`src/rtl/maxnet_pkg.sv`:
```
// Shared types and constants for the Maxnet loader: word widths, the loader
// state encoding and the IEEE-754 non-finite operand test.
package maxnet_pkg;

  localparam int FP_W  = 32;
  localparam int N_ACT = 4;

  localparam logic [FP_W-1:0] FP_QNAN = 32'h7FC0_0000;

  typedef enum logic [2:0] {
    IDLE,
    LOAD,
    FIRE,
    WAIT,
    RESULT
  } state_t;

  // All-ones exponent covers both infinities and every NaN payload.
  function automatic logic is_nonfinite(input logic [FP_W-1:0] word);
    return word[30:23] == 8'hFF;
  endfunction

endpackage

```
`src/rtl/maxnet_loader.sv`:
```
// Loader/sequencer for Maxnet_model: gathers eps and four activations from a
// word stream, fires one start pulse, waits for finish and returns the result.
module maxnet_loader
  import maxnet_pkg::*;
#(
  parameter int TIMEOUT   = 1023,
  parameter bit CHECK_NAN = 1'b1
) (
  input  logic            clk,
  input  logic            rst,
  input  logic [FP_W-1:0] in_data,
  input  logic            in_valid,
  output logic            in_ready,
  output logic [FP_W-1:0] eps,
  output logic [FP_W-1:0] a1,
  output logic [FP_W-1:0] a2,
  output logic [FP_W-1:0] a3,
  output logic [FP_W-1:0] a4,
  output logic            start,
  input  logic            finish,
  input  logic [FP_W-1:0] mx_out,
  output logic [FP_W-1:0] res_data,
  output logic            res_valid,
  input  logic            res_ready,
  output logic            err_nan,
  output logic            err_timeout,
  output logic            busy
);

  localparam int CNT_W = $clog2(TIMEOUT + 1);

  state_t             state;
  state_t             next_state;
  logic [2:0]         word_cnt;
  logic [CNT_W-1:0]   tmo_cnt;
  logic               in_fire;
  logic               res_fire;
  logic               tmo_hit;
  logic               word_bad;

  assign in_fire  = in_valid && in_ready;
  assign res_fire = res_valid && res_ready;
  assign tmo_hit  = (tmo_cnt == CNT_W'(TIMEOUT - 1));
  assign word_bad = CHECK_NAN && is_nonfinite(in_data);

  always_ff @(posedge clk or negedge rst) begin
    if (!rst) state <= IDLE;
    else      state <= next_state;
  end

  always_comb begin
    next_state = state;
    case (state)
      IDLE:    if (in_fire) next_state = LOAD;
      LOAD:    if (in_fire && word_cnt == 3'(N_ACT)) next_state = FIRE;
      FIRE:    next_state = WAIT;
      WAIT:    if (finish || tmo_hit) next_state = RESULT;
      RESULT:  if (res_fire) next_state = IDLE;
      default: next_state = IDLE;
    endcase
  end

  // Handshake/status outputs are registered from next_state so they are
  // glitch-free and all read zero while reset is held.
  always_ff @(posedge clk or negedge rst) begin
    if (!rst) begin
      in_ready    <= 1'b0;
      start       <= 1'b0;
      res_valid   <= 1'b0;
      busy        <= 1'b0;
      eps         <= '0;
      a1          <= '0;
      a2          <= '0;
      a3          <= '0;
      a4          <= '0;
      res_data    <= '0;
      word_cnt    <= '0;
      tmo_cnt     <= '0;
      err_nan     <= 1'b0;
      err_timeout <= 1'b0;
    end else begin
      in_ready  <= (next_state == IDLE) || (next_state == LOAD);
      start     <= (next_state == FIRE);
      res_valid <= (next_state == RESULT);
      busy      <= (next_state != IDLE);
      case (state)
        IDLE: begin
          if (in_fire) begin
            eps         <= in_data;
            word_cnt    <= 3'd1;
            err_nan     <= word_bad;
            err_timeout <= 1'b0;
          end
        end
        LOAD: begin
          if (in_fire) begin
            case (word_cnt)
              3'd1:    a1 <= in_data;
              3'd2:    a2 <= in_data;
              3'd3:    a3 <= in_data;
              3'd4:    a4 <= in_data;
              default: ;
            endcase
            word_cnt <= (word_cnt == 3'(N_ACT)) ? 3'd0 : word_cnt + 3'd1;
            err_nan  <= err_nan | word_bad;
          end
        end
        FIRE: tmo_cnt <= '0;
        WAIT: begin
          // finish takes priority over a timeout landing on the same cycle.
          if (finish) begin
            res_data <= mx_out;
          end else begin
            tmo_cnt <= tmo_cnt + 1'b1;
            if (tmo_hit) begin
              err_timeout <= 1'b1;
              res_data    <= FP_QNAN;
            end
          end
        end
        default: ;
      endcase
    end
  end

endmodule

```
`config.mk`:
```
export PLATFORM = sky130hd
export DESIGN_NAME = maxnet_loader
export DESIGN_NICKNAME = d
export VERILOG_FILES = /design/src/rtl/maxnet_pkg.sv /design/src/rtl/maxnet_loader.sv
export SDC_FILE = /design/constraint.sdc
export NUM_CORES = 1
export LEC_CHECK = 0
export ABC_CLOCK_PERIOD_IN_PS = 2770
export CAP_MARGIN = 15
export CORE_UTILIZATION = 50
export DETAILED_ROUTE_END_ITERATION = 12
export HOLD_SLACK_MARGIN = 0.06
export PLACE_DENSITY = 0.83
export SLEW_MARGIN = 10
export SYNTH_ARGS = -nofsm -noshare
export SYNTH_HDL_FRONTEND = slang
export SYNTH_SLANG_ARGS = --single-unit
```
`constraint.sdc`:
```
create_clock -name clk -period 2.77 [get_ports clk]
set_input_delay 0.554 -clock clk [delete_from_list [all_inputs] [get_ports clk]]
set_output_delay 0.554 -clock clk [all_outputs]
set_load 0.1 [all_outputs]
```
# Yosys cells after proc, flatten, opt, wreduce, memory -nomap -nowiden
# Cells that the tools add are included.
# op_classes
addsub	2
mul	0
div_mod_pow	0
order_cmp	0
n_eq_ne	17
shift	0
n_mux	20
bitwise	1
n_reduce_logical	21
# op_table
cell	count
$mux 32	2
$mux 3	7
$pmux 10 s2	1
$eq 3x2->1 const B	5
$pmux 3 s5	1
$reduce_and 3->1	5
$add 10x1->10 const B	1
$eq 10x10->1 const B	1
$mux 10	1
$eq 3x1->1 const B	3
$eq 3x3->1 const B	3
$eq 8x8->1 const B	1
$ne 2x2->1 const B	4
$reduce_bool 2->1	4
$logic_not 3->1	2
$pmux 3 s2	1
$reduce_and 2->1	3
$mux 1	5
$pmux 1 s2	2
$reduce_and 4->1	1
$add 3x1->3 const B	1
$logic_and 1x1->1	3
$reduce_bool 3->1	1
$logic_or 1x1->1	2
$or 1x1->1	1
# word_totals
regBits	214
latch_bits	0
mem_bits_rw	0
romBits	0
elab_cells	76
n_memories	0

# Longest topological paths before layout
# logic_depth
ltp_word	6
depth_mapped	7
depth_no_buf	6

# Worst setup path after synthesis
# OpenSTA, ideal clock, no wires.
# synth_timing
path_type	register -> register
start	reg in_ready
end	reg a1[12]
arrival_ns	2.217
path_slack_ns	0.428
stages_incl_launch_ff	6
path_buffers	1
synth_period_minus_slack_ns	2.342
path_cell_list	dfrtp_1 and2_1 nand3_2 nor3b_4 buf_6 mux2_2
# synth_between
elab_chain_len	2
# synth_lines
item	line_no	rtl
start, declared	maxnet_loader.sv:13	output logic in_ready,
start signal, assigned	maxnet_loader.sv:82	in_ready <= (next_state == IDLE) || (next_state == LOAD);
$logic_and 1x1->1	maxnet_loader.sv:41	assign in_fire = in_valid && in_ready;
$reduce_and 3->1 (no line)	-	
end signal, assigned	maxnet_loader.sv:98	3'd1: a1 <= in_data;
end, declared	maxnet_loader.sv:15	output logic [FP_W-1:0] a1,
# No other way between the ends.
# A chain may end at the register's enable or synchronous reset.

# Worst setup path in the final report
# layout_timing
start	reg word_cnt[0]
end	reg a4[28]
# layout_between
elab_chain_len	2
# layout_lines
item	line_no	rtl
start, declared	maxnet_loader.sv:34	logic [2:0] word_cnt;
start signal, assigned	maxnet_loader.sv:104	word_cnt <= (word_cnt == 3'(N_ACT)) ? 3'd0 : word_cnt + 3'd1;
$eq 3x3->1	maxnet_loader.sv:97	case (word_cnt)
$reduce_and 3->1 (no line)	-	
end signal, assigned	maxnet_loader.sv:101	3'd4: a4 <= in_data;
end, declared	maxnet_loader.sv:18	output logic [FP_W-1:0] a4,
# No other way between the ends.

==> metrics.txt <==
total routed wire length on the met1 layer 8415 µm; detailed router's first-iteration violation count 272; CP cell instances inv_1 -> ha_1 -> and4_1 -> and3_2 -> buf_4 -> mux2_2; Vias 5,546; summed instance area of the synthesized netlist 8278 µm²; number of setup violations in the final report 0; time the worst path needs with I/O delays and setup 2.003 ns; final hold violations 0; number of slew-limit violations in the final report 0; Inserted Clock Buffers 21; Critical Path Sink Type flop; GRT overflow 0; R2R depth 6; Startpoint Class flop; Core Box Area 16,000 µm²; Chip Width 130.7 µm; area fraction of the dominant cell type after synthesis 64.69%; biggest cell delay along the critical path 0.43 ns; number of different library cells in the post-synthesis netlist 42; post-synthesis average cell area 15.65 µm²; final estimated routing congestion in global placement 0.7950; post-DR vias/cell 5.348; clk root buf sky130_fd_sc_hd__clkbuf_16; worst-skew pair later-pin latency 0.49 ns; Tightest Hold Check Type in -> async; Synth area leaders sky130_fd_sc_hd__dfrtp_1 65%, sky130_fd_sc_hd__mux2_2 21%, sky130_fd_sc_hd__a22o_1 2.4%; Final Worst Setup Slack 0.7668 ns; first-pass GRT wire length 30,660 µm; wire length reported by the detailed router 20,030 µm; Longest Clk Path Bufs 3; part of the Yosys area used for sequential elements 64.69%; final critical-path share of the clock period 72.32%; post-synthesis async set-or-reset flop share 100.0%; CTS sink cnt 214; DR DRC count 0; total cell area at the placement stage 10,710 µm²; post-route cell area 11,440 µm²; count of input and output buffers 266; final-layout fill cell count 1,079; Cells after Synth 529; Post-CTS Setup Inserts 0; synth warn 0; Post-Syn Nets 605; number of global-route vias before repair 5,588; critical path peak fanout 21; fin nets 882; maximum clock frequency 0.4992 GHz; initial antenna violation count 0; final routed wire length divided by cell count 19.31 µm; Total Negative Setup Slacks 0 ns; worst slew pin tran 0.8018 ns; capturing point of the worst reg2reg path a4[28]; WP buf/inv 2; first-pass iteration count of the detailed router 4; number of core rows 46; Worst Setup Path Type reg -> reg; setup repair after global routing missed its margin no; slowest stage cell, crit path sky130_fd_sc_hd__dfrtp_1; post_cts resized 0; number of maximum-capacitance violations 0; H-Tree Level Count 1; cell class contributing the biggest share of worst-path delay buffers and inverters; worst slack, placed 0.2678 ns; Synth Register Bits 214; y dimension of the die 130.7 µm; uppermost layer routed met4; clock skew after layout 0.01331 ns; CP required 3.14 ns; ys flop type sky130_fd_sc_hd__dfrtp_1; clock transition time at the flip-flop clock pins of the worst setup and hold paths 0.06 ns; I/O pin count 267; layout cells sized above 1 50.55%; met3 layer wire length in the routed design 1533 µm; final core utilization 71.50%; Met2 Wirelength 9792 µm; synthesis-to-layout area growth 38.21%; cell accounting for the most synthesized area sky130_fd_sc_hd__dfrtp_1; flop-to-flop setup slack 0.77 ns; number of nets still failing antenna checks after routing 0; outcome completed; maximum number of pins on one net before global-route repair 76; crit path from word_cnt[0]; Post-synth EDFFs 0; launching point of the worst reg2reg path word_cnt[0]; Critical Path AT 2.37 ns; number of buffers inserted by hold repair at cts 0; headroom to the max-slew limit 46.55%; number of antenna cells inserted 0; Total Routing Usage GR 23.29%; TritonCTS clock tree done; Initial Utilization 51.74%; hpwl dp 14,230 µm; DIE AREA 17,070 µm²
sequential cells by signal, indices dropped and copies added, names as in the netlist:
signal / count
a3: 32
state: 3
in_ready: 1
a1: 32
a4: 32
word_cnt: 3
res_valid: 1
res_data: 32
busy: 1
err_nan: 1
a2: 32
eps: 32
start: 1
err_timeout: 1
tmo_cnt: 10
layout by cell type (no fill, tap or decap), drive strengths merged, types with 8 or more instances in the layout:
master           n
a22o            23
nor2            11
dfrtp          214
o21ai            9
nand2           10
clkdlybuf4s50   67
buf            212
clkbuf          29
o22a             9
mux2           160
nand3            8
cell usage after synthesis, types with 3 or more instances:
cell type                  number
sky130_fd_sc_hd__and4_1         4
sky130_fd_sc_hd__and2_1         3
sky130_fd_sc_hd__o21ai_0        8
sky130_fd_sc_hd__mux2_2       156
sky130_fd_sc_hd__nand3_1        7
sky130_fd_sc_hd__clkbuf_1       6
sky130_fd_sc_hd__dfrtp_1      214
sky130_fd_sc_hd__nor2_1         9
sky130_fd_sc_hd__nand4_1        6
sky130_fd_sc_hd__buf_4          6
sky130_fd_sc_hd__and3_1         3
sky130_fd_sc_hd__xor2_1         6
sky130_fd_sc_hd__a22o_1        23
sky130_fd_sc_hd__ha_1           7
sky130_fd_sc_hd__a21oi_1        4
sky130_fd_sc_hd__mux2_1         4
sky130_fd_sc_hd__o22a_1         9
sky130_fd_sc_hd__nand2_1       10
sky130_fd_sc_hd__buf_2          7
sky130_fd_sc_hd__buf_6          7
sky130_fd_sc_hd__inv_1          5
routing by layer:
metal  vias up  GRT usage, %
met5         -             0
met4         0         5.274
met1      2813         31.11
li1       2472             -
met3        27         5.008
met2       234         39.18
stage by stage:
stage / std cells / hold WS, ns
after detailed placement: 999 / 0.4941
after CTS: 1037 / 0.1045
after floorplan: 529 / 0.2584
final: 1037 / 0.07284
after global placement: 999 / 0.4759
after global routing: 1037 / 0.1111
logic make-up (layout without fill, tap and decap cells):
| logic type | after synthesis | count (layout) | synth area share [%] |
|---|---|---|---|
| buffers and inverters | 31 | 323 | 2.418 |
| AO/OA/AOI/OAI | 54 | 54 | 5.018 |
| adder cells (fa/ha/maj) | 7 | 7 | 1.058 |
| flip-flops | 214 | 214 | 64.69 |
| multiplexers | 160 | 160 | 21.77 |
| AND/OR/NAND/NOR | 57 | 57 | 4.414 |
| XOR/XNOR | 6 | 6 | 0.6348 |
worst max-delay path by stage:
stage | endpoint | slack [ns] | cells past startpoint
floorplan | a1[12] | 0.43 | 5
global placement | a2[7] | 0.33 | 6
detailed placement | a1[3] | 0.27 | 6
CTS | a1[5] | 0.77 | 6
global route | res_data[2] | 0.60 | 3
finish | a4[28] | 0.77 | 6
cell type report:
type                       instances  area [µm²]  share of cell area [%]
sequential                       214        5355                   46.81
tap                              216       270.3                   2.362
timing repair buffer             280        2338                   20.44
inverter                           5       18.77                  0.1640
multi-input combinational        284        2729                   23.85
clock inverter                    10       107.6                  0.9405
clock buffer                      28       621.8                   5.435
worst reg2reg max path: cells and delay by family, from the launching register on:
family                     cells  cell delay (ns)
adders and majority gates      1             0.18
and+or+nand+nor                2             0.43
muxes                          1             0.40
buffers and inverters          2             0.45
DFF                            1             0.43
Power is not shown: default switching activity piles up to over one toggle a cycle in this logic, so the estimate is an artifact.
==> RTL change, RTL diff (same flow settings) <==
The parameter `TIMEOUT` goes from 1023 to 255.
--- a/src/rtl/maxnet_loader.sv
+++ b/src/rtl/maxnet_loader.sv
@@ -3,7 +3,7 @@
 module maxnet_loader
   import maxnet_pkg::*;
 #(
-  parameter int TIMEOUT   = 1023,
+  parameter int TIMEOUT   = 255,
   parameter bit CHECK_NAN = 1'b1
 ) (
   input  logic            clk,
Function: same outputs for any inputs over 4 cycles, from zero or initial values and one cycle with rst low; that may be too few to reach the edited logic, so the function may still have changed.
==> RTL change against the unedited design <==
- setup slack improved by 0.040 ns
- die area decreased by 2.4%
- cell count increased by 5.5%
- sequential cell count decreased by 2
- synthesized area decreased by 2.4%
- non-clock buffer count increased by 8
- wire length increased by 2.9%
- utilization increased by 0.38 points
- global-route usage increased by 1.6 points
- design area decreased by 0.56%
- critical path type unchanged
- highest routed layer unchanged
Power is left out: the tool's default activity adds up to more than one toggle a clock period on the data nets, which glitch-free logic cannot reach.
==> RTL change: results (changes against the unedited design) <==
metric	value	unit	change
synth.area.top_cells	dfrtp_1, mux2_2, nand2_1, a22o_1, mux2_1		was dfrtp_1, mux2_2, a22o_1, ha_1, buf_6
worst_clock_skew	0.0130	ns	was 0.0133 ns
status	finished clean		unchanged
synth_fp_nets	659		was 605
wirelength	20600	um	was 20000 um
hold_path.class	register to register		was input port to async pin
inv_count	6		was 5
slew_headroom	58.8	%	was 46.5%
synthXorXnorAreaFrac	0.651	%	was 0.635%
fin_nets	942		was 882
multi_input_area	2630	um2	was 2730 um2
gp_congestion	0.781		was 0.795
clock_buffers	31		was 28
crit_path_max_fanout	34		was 21
ys_types	40		was 42
synth_common_cells	dfrtp_1, mux2_2, nand2_1, a22o_1, buf_2		was dfrtp_1, mux2_2, a22o_1, nand2_1
syn_area_per_cell	13.9	um2	was 15.6 um2
grt_pass1_wl	32100	um	was 30700 um
nMultiInputCombCells	336		was 284
dp_slack	0.397	ns	was 0.268 ns
ys_seq_area_share	65.7	%	was 64.7%
clock-sinks	212		was 214
worst_path_dominant_cell_family	simple AND/OR/NAND/NOR gates		was buffers and inverters
drt_iter0_markers	210		was 272
numCtsBuffers	22		was 21
seqCellArea	5310	um2	was 5360 um2
nNonClkBuffers	288		was 280
track_usage	24.9	%	was 23.3%
grt_pass1_vias	5996		was 5588
nFillCells	1104		was 1079
==> RTL change: cell count changes after synthesis, moves of 3 or more <==
cell and change:
buf_2 +14, mux2_1 +13, nand3_1 -3, buf_4 -6
mux2_2 -45, buf_6 -7, o21ai_0 -3, nand2_1 +100
==> RTL change: per-layer routing <==
layer	vias to the layer above	track usage (%)	wire length, um
met5	-	0	0
met4	0	7.96	510
met3	38	5.33	1340
met2	201	43.1	10300
met1	2822	31.4	8430
li1	2584	-	-
==> RTL change: final timing paths <==
kind                           from  endpoint  slack [ns]  depth (start not counted)
hold reg to reg              a4[28]    a4[28]        0.47                          2
min in group asynchronous       rst     a3[8]        0.56                          2
setup / recovery           state[1]  in_ready        0.81                          5
hold / removal               a4[28]    a4[28]        0.47                          2
max in group asynchronous       rst    a2[21]        1.49                          3
setup reg to reg           state[1]  in_ready        0.81                          5
==> RTL change: timing repair <==
action,in CTS,in global routing
setup buffers,0,0
hold buffers,1,0
endpoints found under the hold margin,40,0
endpoints found under the setup margin,0,0
